[src/rtl/hazard_forward_ctrl.sv]
// Forwarding-select and load-use stall controller for a 5-stage pipeline.
// Optional build macro HAZ_STATS_EN adds saturating stall/forward event counters.
module hazard_forward_ctrl #(
    parameter int AW       = 4,
    parameter int NSRC     = 3,
    parameter int LOAD_LAT = 1,
    parameter int ZERO_REG = 1
) (
    input  logic                 clk,
    input  logic                 rst,
    input  logic                 id_valid,
    input  logic [NSRC*AW-1:0]   id_src_addr,
    input  logic [NSRC-1:0]      id_src_used,
    input  logic                 ex_wen,
    input  logic [AW-1:0]        ex_waddr,
    input  logic                 ex_is_load,
    input  logic                 mem_wen,
    input  logic [AW-1:0]        mem_waddr,
    input  logic                 flush,
    output logic                 stall_id,
    output logic                 bubble_ex,
    output logic [NSRC*2-1:0]    fwd_sel_ex,
    output logic                 busy
`ifdef HAZ_STATS_EN
    ,
    output logic [15:0]          stall_cnt,
    output logic [15:0]          fwd_cnt
`endif
);

    typedef enum logic [0:0] {
        ST_IDLE  = 1'b0,
        ST_STALL = 1'b1
    } state_t;

    localparam logic [2:0] CNT_INIT = 3'(LOAD_LAT - 1);
    localparam bit         MULTI    = (LOAD_LAT > 1);

    localparam logic [1:0] SEL_RF  = 2'b00;
    localparam logic [1:0] SEL_MEM = 2'b01;
    localparam logic [1:0] SEL_EX  = 2'b10;

    logic [NSRC-1:0]   m_ex;
    logic [NSRC-1:0]   m_mem;
    logic [NSRC*2-1:0] sel_calc;
    logic              hz;

    state_t            state_q, state_d;
    logic [2:0]        cnt_q, cnt_d;
    logic [NSRC*2-1:0] fwd_sel_ex_q, fwd_sel_ex_d;
    logic              stall_c;
    logic              bubble_c;

    // Per-operand producer matching; the youngest producer (EX) has priority.
    generate
        for (genvar gi = 0; gi < NSRC; gi++) begin : g_op
            logic [AW-1:0] src;
            logic          src_zero;
            logic          rd_ok;

            assign src      = id_src_addr[gi*AW +: AW];
            assign src_zero = (ZERO_REG != 0) && (src == '0);
            assign rd_ok    = id_valid && id_src_used[gi] && !src_zero;

            assign m_ex[gi]  = rd_ok && ex_wen  && (ex_waddr  == src);
            assign m_mem[gi] = rd_ok && mem_wen && (mem_waddr == src);

            assign sel_calc[gi*2 +: 2] = (m_ex[gi] && !ex_is_load) ? SEL_EX  :
                                         m_mem[gi]                 ? SEL_MEM :
                                                                     SEL_RF;
        end
    endgenerate

    assign hz = |(m_ex & {NSRC{ex_is_load}});

    always_comb begin
        state_d      = state_q;
        cnt_d        = cnt_q;
        fwd_sel_ex_d = '0;
        stall_c      = 1'b0;
        bubble_c     = 1'b0;

        if (flush) begin
            // Squashed consumer: drop any pending stall and send a NOP down.
            state_d  = ST_IDLE;
            cnt_d    = '0;
            bubble_c = 1'b1;
        end else if (state_q == ST_STALL) begin
            stall_c  = 1'b1;
            bubble_c = 1'b1;
            cnt_d    = cnt_q - 3'd1;
            if (cnt_q <= 3'd1) begin
                state_d = ST_IDLE;
                cnt_d   = '0;
            end
        end else if (hz) begin
            stall_c  = 1'b1;
            bubble_c = 1'b1;
            cnt_d    = CNT_INIT;
            state_d  = MULTI ? ST_STALL : ST_IDLE;
        end else begin
            fwd_sel_ex_d = sel_calc;
        end
    end

    always_ff @(posedge clk or posedge rst) begin
        if (rst) begin
            state_q      <= ST_IDLE;
            cnt_q        <= '0;
            fwd_sel_ex_q <= '0;
        end else begin
            state_q      <= state_d;
            cnt_q        <= cnt_d;
            fwd_sel_ex_q <= fwd_sel_ex_d;
        end
    end

    // Held low while reset is asserted so no stall leaks out of a reset.
    assign stall_id   = stall_c  && !rst;
    assign bubble_ex  = bubble_c && !rst;
    assign fwd_sel_ex = fwd_sel_ex_q;
    assign busy       = (state_q == ST_STALL);

`ifdef HAZ_STATS_EN
    logic [15:0] stall_cnt_q, stall_cnt_d;
    logic [15:0] fwd_cnt_q, fwd_cnt_d;

    always_comb begin
        stall_cnt_d = stall_cnt_q;
        fwd_cnt_d   = fwd_cnt_q;
        if (stall_c && (stall_cnt_q != 16'hFFFF)) begin
            stall_cnt_d = stall_cnt_q + 16'd1;
        end
        if ((fwd_sel_ex_q != '0) && (fwd_cnt_q != 16'hFFFF)) begin
            fwd_cnt_d = fwd_cnt_q + 16'd1;
        end
    end

    always_ff @(posedge clk or posedge rst) begin
        if (rst) begin
            stall_cnt_q <= '0;
            fwd_cnt_q   <= '0;
        end else begin
            stall_cnt_q <= stall_cnt_d;
            fwd_cnt_q   <= fwd_cnt_d;
        end
    end

    assign stall_cnt = stall_cnt_q;
    assign fwd_cnt   = fwd_cnt_q;
`endif

endmodule
[config.mk]
export PLATFORM = sky130hd
export DESIGN_NAME = hazard_forward_ctrl
export DESIGN_NICKNAME = d
export VERILOG_FILES = /design/src/rtl/hazard_forward_ctrl.sv
export SDC_FILE = /design/constraint.sdc
export NUM_CORES = 1
export LEC_CHECK = 0
export CORE_MARGIN = 2
export CORE_UTILIZATION = 55
export CTS_BUF_LIST = sky130_fd_sc_hd__clkbuf_8
export DETAILED_ROUTE_END_ITERATION = 7
export DONT_BUFFER_PORTS = 1
export PLACE_DENSITY_LB_ADDON = 0.12
export SYNTH_ARGS = -nofsm -noshare
export SYNTH_HDL_FRONTEND = slang
export SYNTH_SLANG_ARGS = --single-unit
[constraint.sdc]
create_clock -name clk -period 3.21 [get_ports clk]
set_input_delay 0.642 -clock clk [delete_from_list [all_inputs] [get_ports clk]]
set_output_delay 0.642 -clock clk [all_outputs]
set_load 0.02 [all_outputs]
After elaboration in Yosys (flattened, before gate mapping)
Index checks and enable logic that the tools add are counted.
{"block": "totals", "ff_bits": 10, "latchBits": 0, "mem_bits_rw": 0, "mem_bits_ro": 0, "in_bits": 30, "output_inout_bits": 9, "word_cells": 65, "mem_count": 0}
{"block": "op_classes", "addsub": 1, "multipliers": 0, "div_mod_pow": 0, "n_lt_le_gt_ge": 1, "n_eq_ne": 6, "shift": 0, "n_mux": 20, "bitwise_logic": 1, "n_reduce_logical": 33}
{"operator": "$eq 4x4->1", "count": 6}
{"operator": "$logic_and 1x1->1", "count": 23}
{"operator": "$mux 6", "count": 3}
{"operator": "$logic_not 4->1", "count": 3}
{"operator": "$mux 3", "count": 4}
{"operator": "$mux 1", "count": 10}
{"operator": "$mux 2", "count": 3}
{"operator": "$logic_not 1->1", "count": 5}
{"operator": "$and 3x3->3", "count": 1}
{"operator": "$le 3x1->1 const B", "count": 1}
{"operator": "$reduce_bool 3->1", "count": 1}
{"operator": "$reduce_or 3->1", "count": 1}
{"operator": "$sub 3x1->3 const B", "count": 1}

Longest topological paths before layout
Gate-level depths: netlist of run 1.
{"block": "logic_depth", "depth_word": 11, "mapped_depth": 5, "ltp_nobuf": 5}

Least setup slack after synthesis of run 1
OpenSTA, ideal clock, no wires.
{"block": "synth_timing", "path_type": "input to output", "from": "input id_src_addr[8]", "to": "output bubble_ex", "arrival_ps": 2014, "t_required_ps": 2568, "slack_ps": 554, "stages": 5, "path_buffers": 0, "path_cell_list": "or4_1 nand3_2 nor3_2 o31a_2 o31a_1"}
{"block": "synth_via", "elab_chain_cells": 11, "elab_cells_between_ends": 12, "cone_classes": "eq/ne: 1; mux: 3; bitwise: 1; reduce/logical: 7"}
{"item": "start, declared", "line_no": "12", "text": "input logic [NSRC*AW-1:0] id_src_addr,"}
{"item": "$logic_not 4->1", "line_no": "62", "text": "assign src_zero = (ZERO_REG != 0) && (src == '0);"}
{"item": "$logic_not 1->1", "line_no": "63", "text": "assign rd_ok = id_valid && id_src_used[gi] && !src_zero;"}
{"item": "$logic_and 1x1->1", "line_no": "63"}
{"item": "$logic_and 1x1->1", "line_no": "65", "text": "assign m_ex[gi] = rd_ok && ex_wen && (ex_waddr == src);"}
{"item": "$logic_and 1x1->1 (*)", "line_no": "65"}
{"item": "$and 3x3->3 (*)", "line_no": "74", "text": "assign hz = |(m_ex & {NSRC{ex_is_load}});"}
{"item": "$reduce_or 3->1 (*)", "line_no": "74"}
{"item": "$mux 1 (*)", "line_no": "96", "text": "end else if (hz) begin"}
{"item": "$mux 1 (*)", "line_no": "88", "text": "end else if (state_q == ST_STALL) begin"}
{"item": "$mux 1 (*)", "line_no": "83", "text": "if (flush) begin"}
{"item": "$logic_and 1x1->1 (*)", "line_no": "120", "text": "assign bubble_ex = bubble_c && !rst;"}
{"item": "end, declared", "line_no": "21", "text": "output logic bubble_ex,"}
Mark *: on every way between the ends. The rest lies on a longest branch, timed or not.

Worst setup path after layout of run 1
{"block": "layout_timing", "from": "input id_src_addr[0]", "to": "output bubble_ex"}
Same word-level chain as after synthesis.

==> run metrics, run 1 <==
Slew HR=0.722; initial antenna violation count=0; Die Span Y=42.3 µm; PostCTS Resize Cnt=0; commonest non-fill, non-tap cell in the layout=xnor2_1; Setup Buffers After CTS=0; Post-Syn Area=806 µm²; Clock Power Share=0.460; area delta synth->final=8.70%; Final Setup Violations=0; most frequent cells in the layout=xnor2_1 (21), dfrtp_1 (10), nand3_1 (8); Worst Max-Slew Pin Slew=0.411 ns; Std-Cell Rows=13; Comb pwr share=0.149; Die Wd=42.3 µm; sequential-to-total area share from yosys stat=0.311; clk_lat worst skew=0.23 ns; grt met3 use=0.0647; CP Max Fanout=4; Layout Nets=126; Critical Path RT=2.57 ns; worst min-delay path class=in2async; DRT iter0 DRCs=1; multi-input logic area=533 µm²; Final Hold Vio Count=0; #FFs+latches synth=10; Arr. time, crit path=2.09 ns; status=finished, final reports clean; pwr dens=371 nW/µm²; initial core utilization=0.604; CP cell instances=or4_1, nand3_1, nor3_1, o31a_2, o31a_1; routed len/inst=14.9 µm; synthesized area per cell=8.85 µm²; Crit path max-delay family=simple AND/OR/NAND/NOR gates; final hold slack=0.287 ns; final-report max-slew violation count=0; Tmin final=2.74 ns; design area=876 µm²; vias in the first global route=721; Clock Skew=0.00443 ns; Antenna Cells=0; FF+latch area=250 µm²; Worst Path Buf+Inv=0; depth of the CTS H-tree=1; Clock Sinks=10; Top Ports=39; synthesized instance count=91; Sw Ratio=0.197; class of the most critical setup path=in2out; critical path launch point type=input pin; # DRC=0; Fmax achieved=0.366 GHz; setup TNS=0 ns; CP max-delay cell=or4_1; largest net degree at the start of global routing=13; Pre-antenna DRT Iters=2; global-route track usage on met2=0.369; Core Box Area=1330 µm²; slowest stage delay, CP=0.51 ns; Pint=261 µW; CTS root buffer=clkbuf_8; Reg power frac=0.391; share of cells above drive strength 1=0.0745; GR peak layer=met2; clock buffer depth=2; RSZ-0062 raised after global routing=false; Net Sw Power=64.1 µW; number of port buffers=0; vias per cell=6.16; DPL Wire Length=1.42 mm; Post-Syn Nets=122; GR Util All Layers=0.211; placed cell areas=821 µm²; utilization after layout=0.657; Worst VDD drop=0.119 mV; Worst-path clk slew=0.05 ns; die area=1790 µm²; fill count=118; Via Count=671; DRT antenna net count=0; Max Cap Viol=0; gr ovfl total=0; first-pass GRT wire length=2.95 mm; static leakage=0.000337 µW; final weighted congestion in routability-driven placement=0.787; final WL=1.63 mm; TritonCTS Buffers=3; met1 Usage GRT=0.238; Yosys warning total=0; Hold Buf Count CTS=0; CTS tree=yes; CP endpoint kind=output pin; Cell variety after synth=28; fin crit share=0.852
-- power by group through the flow --
| stage | Clock [µW] | Sequential [µW] | Combinational [µW] |
|---|---|---|---|
| global route | 158 | 127 | 55.2 |
| finish | 150 | 127 | 48.4 |
| floorplan | 0 | 129 | 43.9 |
| CTS | 153 | 127 | 48.9 |
| global placement | 0 | 129 | 48.2 |
| detailed placement | 0 | 129 | 48.8 |
-- through the flow --
step | std cells | setup slack (ns) | total power, µW
after floorplan | 91 | 0.554 | 173
after global placement | 105 | 0.501 | 177
after detailed placement | 105 | 0.479 | 178
after CTS | 109 | 0.476 | 329
after global routing | 109 | 0.419 | 340
final | 109 | 0.474 | 325
-- cells by family (layout without fill, tap and decap cells) --
kind of cell / Yosys count / in the layout / share of synthesized area
AND/OR/NAND/NOR: 39 / 39 / 0.280
XOR/XNOR: 24 / 24 / 0.261
AO/OA/AOI/OAI: 10 / 10 / 0.0932
flip-flops: 10 / 10 / 0.311
buffers and inverters: 6 / 9 / 0.0279
adder cells (fa/ha/maj): 1 / 1 / 0.0155
multiplexers: 1 / 1 / 0.0124
-- layout make-up --
cell class	instances	share of cell area
sequential	10	0.286
inverter	5	0.0214
clock buffer	4	0.0629
tap	15	0.0214
multi-input combinational	75	0.609
-- path summary, 6_finish.rpt --
check                                     from  slack (ns)       endpoint  cells past startpoint
worst max-delay path            id_src_addr[0]        0.47      bubble_ex                      5
worst max register to register            busy        1.73       cnt_q[2]                      3
worst min register to register        cnt_q[0]        0.50       cnt_q[0]                      1
max in group asynchronous                  rst        2.64  fwd_sel_ex[2]                      1
worst min-delay path                       rst        0.29       cnt_q[2]                      1
min in group clk                         flush        0.47       cnt_q[2]                      1
-- metal layers --
| layer | vias up | routed length, µm | part of all wire |
|---|---|---|---|
| met5 | - | 0 | 0 |
| met4 | 0 | 19 | 0.012 |
| met3 | 2 | 149 | 0.091 |
| met2 | 34 | 815 | 0.50 |
| met1 | 304 | 645 | 0.40 |
| li1 | 331 | - | - |
-- state kept, by name (all words and copies together) (netlist names) --
name,cells
cnt_q,3
busy,1
fwd_sel_ex,6
-- synthesized netlist by cell type --
cell type	instances	area, µm²
and2_1	1	6.26
dfrtp_1	10	250
ha_1	1	12.5
nor3_1	3	15.0
o31a_2	1	10.0
and3b_1	1	8.76
nand2b_1	1	6.26
clkbuf_1	1	3.75
o211ai_1	1	7.51
nor4b_1	3	26.3
o211a_1	1	10.0
o21ai_0	1	5.00
nand3_2	1	10.0
mux2i_1	1	10.0
xor2_1	3	26.3
a31oi_1	1	6.26
inv_1	5	18.8
nor4_1	3	18.8
or4_1	4	30.0
nand4b_1	1	8.76
o31a_1	1	8.76
o22ai_1	2	12.5
xnor2_1	21	184
nor2_1	5	18.8
nand3_1	8	40.0
o21a_1	2	15.0
nand2_1	7	26.3
nor3_2	1	10.0
No activity file was read; power rests on OpenSTA's default activity.
==> run 2: changes to the inputs <==
--- a/config.mk
+++ b/config.mk
@@ -10,7 +10,7 @@
 export CTS_BUF_LIST = sky130_fd_sc_hd__clkbuf_8
 export DETAILED_ROUTE_END_ITERATION = 7
 export DONT_BUFFER_PORTS = 1
-export PLACE_DENSITY_LB_ADDON = 0.12
+export PLACE_DENSITY = 0.7
 export SYNTH_ARGS = -nofsm -noshare
 export SYNTH_HDL_FRONTEND = slang
 export SYNTH_SLANG_ARGS = --single-unit
==> run metrics, run 2 (synthesis results as in run 1) <==
design area=876 µm²; worst min-delay path class=in2async; first-pass GRT wire length=2.85 mm; Fmax achieved=0.367 GHz; Final Setup Violations=0; Max Cap Viol=0; depth of the CTS H-tree=1; Clock Skew=0.00225 ns; gr ovfl total=0; # DRC=0; Final Hold Vio Count=0; Std-Cell Rows=13; Die Span Y=42.3 µm; Core Box Area=1330 µm²; Clock Sinks=10; max reg flops=6; GR Util All Layers=0.206; routed len/inst=15.4 µm; area delta synth->final=8.70%; Worst Max-Slew Pin Slew=0.433 ns; clk_lat worst skew=0.23 ns; fill count=111; Worst-path clk slew=0.05 ns; final worst slack=0.488 ns; initial core utilization=0.604; critical path launch point type=input pin; commonest non-fill, non-tap cell in the layout=xnor2_1; TritonCTS Buffers=3; final WL=1.68 mm; Worst VDD drop=0.192 mV; multi-input logic area=533 µm²; Antenna Cells=0; Top Ports=39; final weighted congestion in routability-driven placement=0.788; Critical Path RT=2.57 ns; static leakage=0.000337 µW; Slew HR=0.712; RSZ-0062 raised after global routing=false; Die Wd=42.3 µm; Setup Buffers After CTS=0; class of the most critical setup path=in2out; initial antenna violation count=0; fin crit share=0.848; Layout Nets=126; CTS root buffer=clkbuf_8; FF+latch area=250 µm²; final hold slack=0.289 ns; CP Max Fanout=4; placed cell areas=821 µm²; largest net degree at the start of global routing=13; Hold Buf Count CTS=0; die area=1790 µm²; pwr dens=376 nW/µm²; DRT iter0 DRCs=2; DRT antenna net count=0; final-report max-slew violation count=0; number of port buffers=0; share of cells above drive strength 1=0.0745; clock buffer depth=2; Arr. time, crit path=2.08 ns; status=finished, final reports clean; Tmin final=2.72 ns; PostCTS Resize Cnt=0; most frequent cells in the layout=xnor2_1 (21), dfrtp_1 (10), nand3_1 (8); setup TNS=0 ns; Via Count=663; Pre-antenna DRT Iters=4; CTS tree=yes; vias in the first global route=715; DPL Wire Length=1.44 mm; Placement Setup Slack=0.496 ns; CP endpoint kind=output pin; vias per cell=6.08
run 2: layer usage:
| metal | wire length [µm] | track usage | vias up |
|---|---|---|---|
| met5 | 0 | 0 | - |
| met4 | 19 | 0.0750 | 0 |
| met3 | 154 | 0.0733 | 2 |
| met2 | 803 | 0.345 | 36 |
| met1 | 702 | 0.239 | 294 |
| li1 | - | - | 331 |
run 2: critical path, cell delays in order:
cell and delay (ns):
or4_1 0.51, nand3_1 0.13, nor3_1 0.10, o31a_2 0.37, o31a_1 0.33
run 2: layout make-up:
type | instances | share of cell area
multi-input combinational | 75 | 0.609
clock buffer | 4 | 0.0629
sequential | 10 | 0.286
tap | 15 | 0.0214
inverter | 5 | 0.0214
run 2: metrics by stage:
stage,power [µW],std cells,utilization
after floorplan,173,91,-
after global placement,177,105,0.615
after detailed placement,178,105,0.615
after CTS,332,109,0.657
after global routing,346,109,0.657
final,329,109,0.657
run 2: final timing paths:
path                           startpoint             to  slack [ns]  depth (start not counted)
setup / recovery           id_src_addr[0]      bubble_ex        0.49                          5
hold / removal                        rst       cnt_q[2]        0.29                          1
setup reg to reg                     busy       cnt_q[2]        1.72                          3
hold reg to reg                  cnt_q[0]       cnt_q[0]        0.51                          1
max in group asynchronous             rst  fwd_sel_ex[4]        2.63                          1
min in group clk                    flush       cnt_q[2]        0.47                          1
run 2: report_power, final:
group | leakage, µW | switching, µW | total, µW | internal, µW
Sequential | 0.000140 | 0.396 | 127 | 127
Combinational | 0.000168 | 21.4 | 48.7 | 27.3
Clock | 0.0000288 | 46.2 | 154 | 108
==> run 3: changes to the inputs <==
--- a/config.mk
+++ b/config.mk
@@ -10,7 +10,7 @@
 export CTS_BUF_LIST = sky130_fd_sc_hd__clkbuf_8
 export DETAILED_ROUTE_END_ITERATION = 7
 export DONT_BUFFER_PORTS = 1
-export PLACE_DENSITY = 0.7
+export PLACE_DENSITY = 0.73
 export SYNTH_ARGS = -nofsm -noshare
 export SYNTH_HDL_FRONTEND = slang
 export SYNTH_SLANG_ARGS = --single-unit
==> constraint.sdc (replaced) <==
create_clock -name clk -period 2.35 [get_ports clk]
set_input_delay 0.47 -clock clk [delete_from_list [all_inputs] [get_ports clk]]
set_output_delay 0.47 -clock clk [all_outputs]
set_load 0.02 [all_outputs]
==> run metrics, run 3 (synthesis results as in run 1) <==
Via Count=699; final WL=1.67 mm; Pre-antenna DRT Iters=4; Die Wd=42.3 µm; final hold slack=0.0309 ns; Clock Sinks=10; Arr. time, crit path=1.89 ns; CP max-delay cell=or4_4; share of cells above drive strength 1=0.180; Core Box Area=1330 µm²; final weighted congestion in routability-driven placement=0.791; area delta synth->final=18.0%; final-report max-slew violation count=0; cell total after placement=110; Slew HR=0.728; Register-to-Register Path Depth=4; critical path launch point type=input pin; largest net degree at the start of global routing=10; Worst Max-Slew Pin Slew=0.408 ns; Layout Nets=132; class of the most critical setup path=in2out; Pwr Total=456 µW; fill count=110; Final Setup Violations=1; GR Util All Layers=0.209; CP Max Fanout=4; CP endpoint kind=output pin; Non-Filler Instances=115; pwr dens=479 nW/µm²; fin crit share=1.00; Top Ports=39; DPL Wire Length=1.45 mm; Critical Path RT=1.88 ns; setup TNS=-0.00937 ns; number of port buffers=0; commonest non-fill, non-tap cell in the layout=xnor2_1; failing checks=setup timing; first-pass GRT wire length=2.89 mm; static leakage=0.000374 µW; Worst VDD drop=0.212 mV; Worst Path Buf+Inv=0; vias in the first global route=718; Antenna Cells=0; Tmin final=2.36 ns; vias per cell=6.08; Crit path max-delay family=compound AO/OA/AOI/OAI gates; RSZ-0062 raised after global routing=true; final worst slack=-0.00937 ns; Clock Skew=0.00422 ns; register-to-register setup slack=0.83 ns; Std-Cell Rows=13; CP cell instances=or4_4, nand3_2, nor3_2, o31a_2, o31a_1; CTS root buffer=clkbuf_8; max reg flops=6; clock buffer depth=2; Fmax achieved=0.424 GHz; # DRC=0; die area=1790 µm²; Worst-path clk slew=0.05 ns; status=finished with violations; gr ovfl total=0; Final Hold Vio Count=0; CTS tree=yes; TritonCTS Buffers=3; initial core utilization=0.604; initial antenna violation count=0; Hold Buf Count CTS=0; Die Span Y=42.3 µm; worst setup path startpoint=id_src_addr[0]; most frequent cells in the layout=xnor2_1 (21), dfrtp_1 (10), nand2_1 (7); DRT antenna net count=0; RR Endpoint=fwd_sel_ex[2]; routed len/inst=14.5 µm; depth of the CTS H-tree=1; slowest stage delay, CP=0.51 ns; worst min-delay path class=in2async; clk_lat worst skew=0.23 ns; Worst R2R Start=busy; DRT iter0 DRCs=4; Max Cap Viol=0
-- run 3: changes by cell type in the layout (fill, tap and decap cells not counted), moves of 2 or more --
cell	previous run	this run
buf_4	0	6
nand3_1	8	6
or4_4	0	2
or4_1	4	2
-- run 3: worst register-to-register path: cells and delay by family, from the launching register on --
kind             cells  cell delay (ns)
DFF                  1             0.52
and+or+nand+nor      4             0.92
-- run 3: metal layers --
metal	track usage	vias up	share of wire	wire, µm
li1	-	341	-	-
met1	0.230	321	0.38	633
met2	0.354	35	0.51	861
met3	0.0905	2	0.097	163
met4	0.0750	0	0.0090	15
met5	0	-	0	0
-- run 3: layout make-up --
class	instances	area, µm²	share of cell area
clock buffer	4	55.1	0.0579
multi-input combinational	75	563	0.592
inverter	5	18.8	0.0197
tap	15	18.8	0.0197
timing repair buffer	6	45.0	0.0474
sequential	10	250	0.263
-- run 3: worst max-delay path by stage --
stage	cells past startpoint	end
after CTS	5	bubble_ex
after global placement	5	bubble_ex
after detailed placement	5	bubble_ex
final	5	bubble_ex
after floorplan	5	bubble_ex
after global routing	5	bubble_ex
-- run 3: report_power, final --
group / leakage, µW / internal (µW) / switching (µW)
sequential: 0.000140 / 173 / 0.537
combinational: 0.000206 / 43.1 / 30.5
clock: 0.0000288 / 147 / 61.9
-- run 3: what timing repair did --
action | 4_1_cts | 5_1_grt
setup endpoints to repair | 0 | 2
gates resized for setup | 0 | 6
setup buffers | 0 | 1
hold endpoints to repair | 0 | 0
-- run 3: metrics by stage --
step,worst slack (ns),utilization,area (µm²)
after global placement,0.00379,0.644,858
after detailed placement,0.00754,0.644,858
after floorplan,0.0377,-,806
after global routing,-0.0590,0.713,951
final,-0.00937,0.713,951
after CTS,0.00326,0.685,913
==> RTL edit 1, RTL diff (flow settings as in run 2) <==
Build with the macro `HAZ_STATS_EN` defined.
--- a/src/rtl/hazard_forward_ctrl.sv
+++ b/src/rtl/hazard_forward_ctrl.sv
@@ -1,4 +1,6 @@
 // Forwarding-select and load-use stall controller for a 5-stage pipeline.
 // Optional build macro HAZ_STATS_EN adds saturating stall/forward event counters.
+`define HAZ_STATS_EN
+
 module hazard_forward_ctrl #(
     parameter int AW       = 4,
Formal check against the unedited RTL (old outputs only; new: fwd_cnt and stall_cnt): equivalent (Yosys induction, for registers that start in step).
==> RTL edit 1 against run 2 <==
- clock skew grew 0.0094 ns
- setup slack improved by 0.016 ns
- power increased to 3.2 times the old value
- sequential cell count grew 32
- area after synthesis grew to 2.9 times the old value
- wire length grew to 2.6 times the old value
- cell area rose to 2.9 times the old value
- combinational power increased by 95%
- clock power is 120% higher
- largest power group is now sequential cells
- highest routed layer unchanged
==> RTL edit 1: results (changes against run 2) <==
Pwr
  – Sw frac: 27.9% (was 20.6%)
  – P_int: 0.000755 W (was 0.000261 W)

Place
  – Pre-CTS setup slack: 0.500 ns (was 0.496 ns)
  – DP Area: 2420 sq um (was 821 sq um)
  – Placed instance count: 283 (was 105)
  – HPWL after detailed placement: 3.47 mm (was 1.44 mm)

Clocking
  – Clock Latency Late Sink: 0.30 ns (was 0.23 ns)
  – CTS clk-pin slew, worst paths: 0.09 ns (was 0.05 ns)

Yosys
  – Register area share after synthesis: 44.4% (was 31.1%)
  – Cell variety after synth: 42 (was 28)
  – Largest cells by area after synthesis: dfrtp_1 (44%), xnor2_1 (17%), nand4_1 (3.7%) (was dfrtp_1 (31%), xnor2_1 (23%), nand3_1 (5.0%))
  – Syn_nets: 268 (was 122)
  – Syn Area/Cell: 10.1 sq um (was 8.85 sq um)
  – Commonest cells in the netlist: xnor2_1 (45), dfrtp_1 (42), nand2_1 (21), nor2_1 (21) (was xnor2_1 (21), dfrtp_1 (10), nand3_1 (8))

STA
  – Fmax: 370 MHz (was 367 MHz)
  – Actual slew at the worst max-slew pin: 0.746 ns (was 0.433 ns)
  – Hold Worst Slack: 0.397 ns (was 0.289 ns)

Route
  – Metal2 WL: 2.12 mm (was 803 um)
  – DRT iter0 DRCs: 78 (was 2)
  – Routed Wire Length: 4.41 mm (was 1.68 mm)
  – Initial DRT Pass Iterations: 5 (was 4)

Outcome
  – Status: complete, no violations (unchanged)

Global route
  – Number of global-route vias before repair: 1687 (was 715)
  – Largest net degree at the start of global routing: 43 (was 13)
  – Total track usage: 19.6% (was 20.6%)

Worst setup path
  – Reg-to-Reg End: stall_cnt[1]$_DFFE_PP0P_ (was cnt_q[2]$_DFFE_PP0P_)
  – CP peak stage delay: 0.60 ns (was 0.51 ns)
  – Max stage delay cell, worst path: or4_4 (was or4_1)
[RTL edit 1: cell count changes after synthesis, sizes merged, moves of 5 or more]
cell | before | now
dfrtp | 10 | 42
xnor2 | 21 | 45
nor2 | 5 | 21
nand4 | 0 | 15
nand2 | 7 | 21
and3 | 0 | 7
nand3 | 9 | 15
nor3 | 4 | 9
[RTL edit 1: cell families after synthesis]
| logic type | Yosys count | share of synthesized area [%] |
|---|---|---|
| simple gates | 111 | 26.3 |
| buf+inv | 9 | 1.75 |
| fa+ha+maj | 4 | 2.12 |
| compound gates | 14 | 4.81 |
| xor+xnor | 49 | 18.1 |
| flops | 42 | 44.4 |
| mux | 5 | 2.49 |
[RTL edit 1: worst max-delay path, delay by kind of cell]
family	cells	cell delay [ns]
simple gates	4	1.27
xor+xnor	1	0.14
[RTL edit 1: final cells by class]
type	instances	area [sq um]
fill	323	1540
tap	50	62.6
inverter	7	26.3
clock inverter	3	23.8
multi-input combinational	183	1270
sequential	42	1050
timing repair buffer	1	7.51
clock buffer	5	68.8
==> RTL edit 2, RTL diff (flow settings as in run 2) <==
Made on the original files. Set the parameter `ZERO_REG` to 0 (it was 1).
--- a/src/rtl/hazard_forward_ctrl.sv
+++ b/src/rtl/hazard_forward_ctrl.sv
@@ -5,5 +5,5 @@
     parameter int NSRC     = 3,
     parameter int LOAD_LAT = 1,
-    parameter int ZERO_REG = 1
+    parameter int ZERO_REG = 0
 ) (
     input  logic                 clk,
Formal check against the unedited RTL: not equivalent (a bounded check fails within 4 cycles, from zero or initial values and one cycle with rst high).
==> RTL edit 2 against run 2 <==
- hold slack worse by 0.0088 ns
- setup slack better by 0.36 ns
- power is 0.95% lower
- core utilization is 0.23 points lower
- wire length is 12% lower
- sequential cell count stayed put
- cell area is 1.6% lower
- sequential power hardly changed
- area after synthesis is 1.7% lower
- largest power group unchanged
==> RTL edit 2: results (changes against run 2) <==
STA
  – Skew final: 0.00590 ns (was 0.00225 ns)

Route
  – DRT iter0 DRCs: 12 (was 2)
  – Routed Wire Length: 1.48 mm (was 1.68 mm)
  – Mean number of vias per cell: 5.80 (was 6.08)

Yosys
  – Largest cells by area after synthesis: dfrtp_1 (32%), xnor2_1 (13%), xor2_1 (13%) (was dfrtp_1 (31%), xnor2_1 (23%), nand3_1 (5.0%))
  – Syn_nets: 121 (was 122)
  – Register area share after synthesis: 31.6% (was 31.1%)
  – Cell variety after synth: 23 (was 28)
  – Complex-gate fraction of the synthesized area: 11.7% (was 9.32%)
  – Post-Synth XOR/XNOR Area: 26.5% (was 26.1%)
  – Post-Synth Adder-Cell Area: 3.16% (was 1.55%)

Worst setup path
  – Reg2Reg Depth: 5 (was 3)
  – CP delay by family, top: compound AO/OA/AOI/OAI gates (was simple AND/OR/NAND/NOR gates)
  – Max stage delay cell, worst path: a31oi_4 (was or4_1)
  – Arrival time at the worst endpoint: 1.72 ns (was 2.08 ns)
  – Crit path from: id_src_addr[9] (was id_src_addr[0])

Place
  – GPL Wtd Cong: 0.796 (was 0.788)
  – DP Area: 807 sq um (was 821 sq um)

Pwr
  – VDD IR max: 0.152 mV (was 0.192 mV)

Finish
  – Fillers: 109 (was 111)
  – Share of layout cells above drive strength 1: 12.0% (was 7.45%)

Global route
  – Number of global-route vias before repair: 594 (was 715)
  – Largest net degree at the start of global routing: 12 (was 13)
  – Global-route wire length before repair: 2.40 mm (was 2.85 mm)

Outcome
  – Status: complete, no violations (unchanged)
RTL edit 2: cell types whose count changed after synthesis, moves of 3 or more:
cell / run 2 / this run
a21oi_1: 0 / 4
xnor2_1: 21 / 12
nand3_1: 8 / 0
nand4_1: 0 / 4
nor4b_1: 3 / 0
xor2_1: 3 / 12
nor4_1: 3 / 0
or4_1: 4 / 0
RTL edit 2: report_power, final:
part           internal, W  switching, W
combinational    0.0000229     0.0000224
sequential        0.000127   0.000000413
clock             0.000108     0.0000464
RTL edit 2: area by class of cell:
class	instances	area, sq um	share of cell area [%]
Inverter	6	22.5	2.61
Sequential cell	10	250	29.0
Multi-Input combinational cell	72	515	59.8
Clock buffer	4	55.1	6.39
Tap cell	15	18.8	2.18
RTL edit 2: worst register-to-register path, cell delays in order, from the launching register on:
cell,delay [ns]
dfrtp_1,0.39
ha_1,0.20
o21bai_1,0.15
a21oi_1,0.33
o21ai_0,0.16
o31ai_1,0.09
RTL edit 2: logic make-up (layout without fill, tap and decap cells):
family,count (synthesis),count (layout)
AOI/OAI and AO/OA,12,12
xor gates and xnor gates,24,24
adders and majority gates,2,2
buffers and inverters,7,10
DFF,10,10
and+or+nand+nor,34,34
RTL edit 2: metrics by stage:
step / instances / hold WS [ns] / setup WS (ns) / total power [W]
2_1_floorplan: 89 / 0.490 / 0.972 / 0.000169
3_3_place_gp: 103 / 0.538 / 0.847 / 0.000174
3_5_place_dp: 103 / 0.538 / 0.839 / 0.000175
4_1_cts: 107 / 0.292 / 0.834 / 0.000328
5_1_grt: 107 / 0.338 / 0.763 / 0.000339
6_report: 107 / 0.280 / 0.845 / 0.000326
RTL edit 2: layer usage:
layer	global-route usage (%)	share of wire, %	vias to the layer above
met4	9.68	1.3	0
met3	4.35	7.9	2
met1	19.5	39	282
met5	0	0	-
met2	32.2	51	30
li1	-	-	307
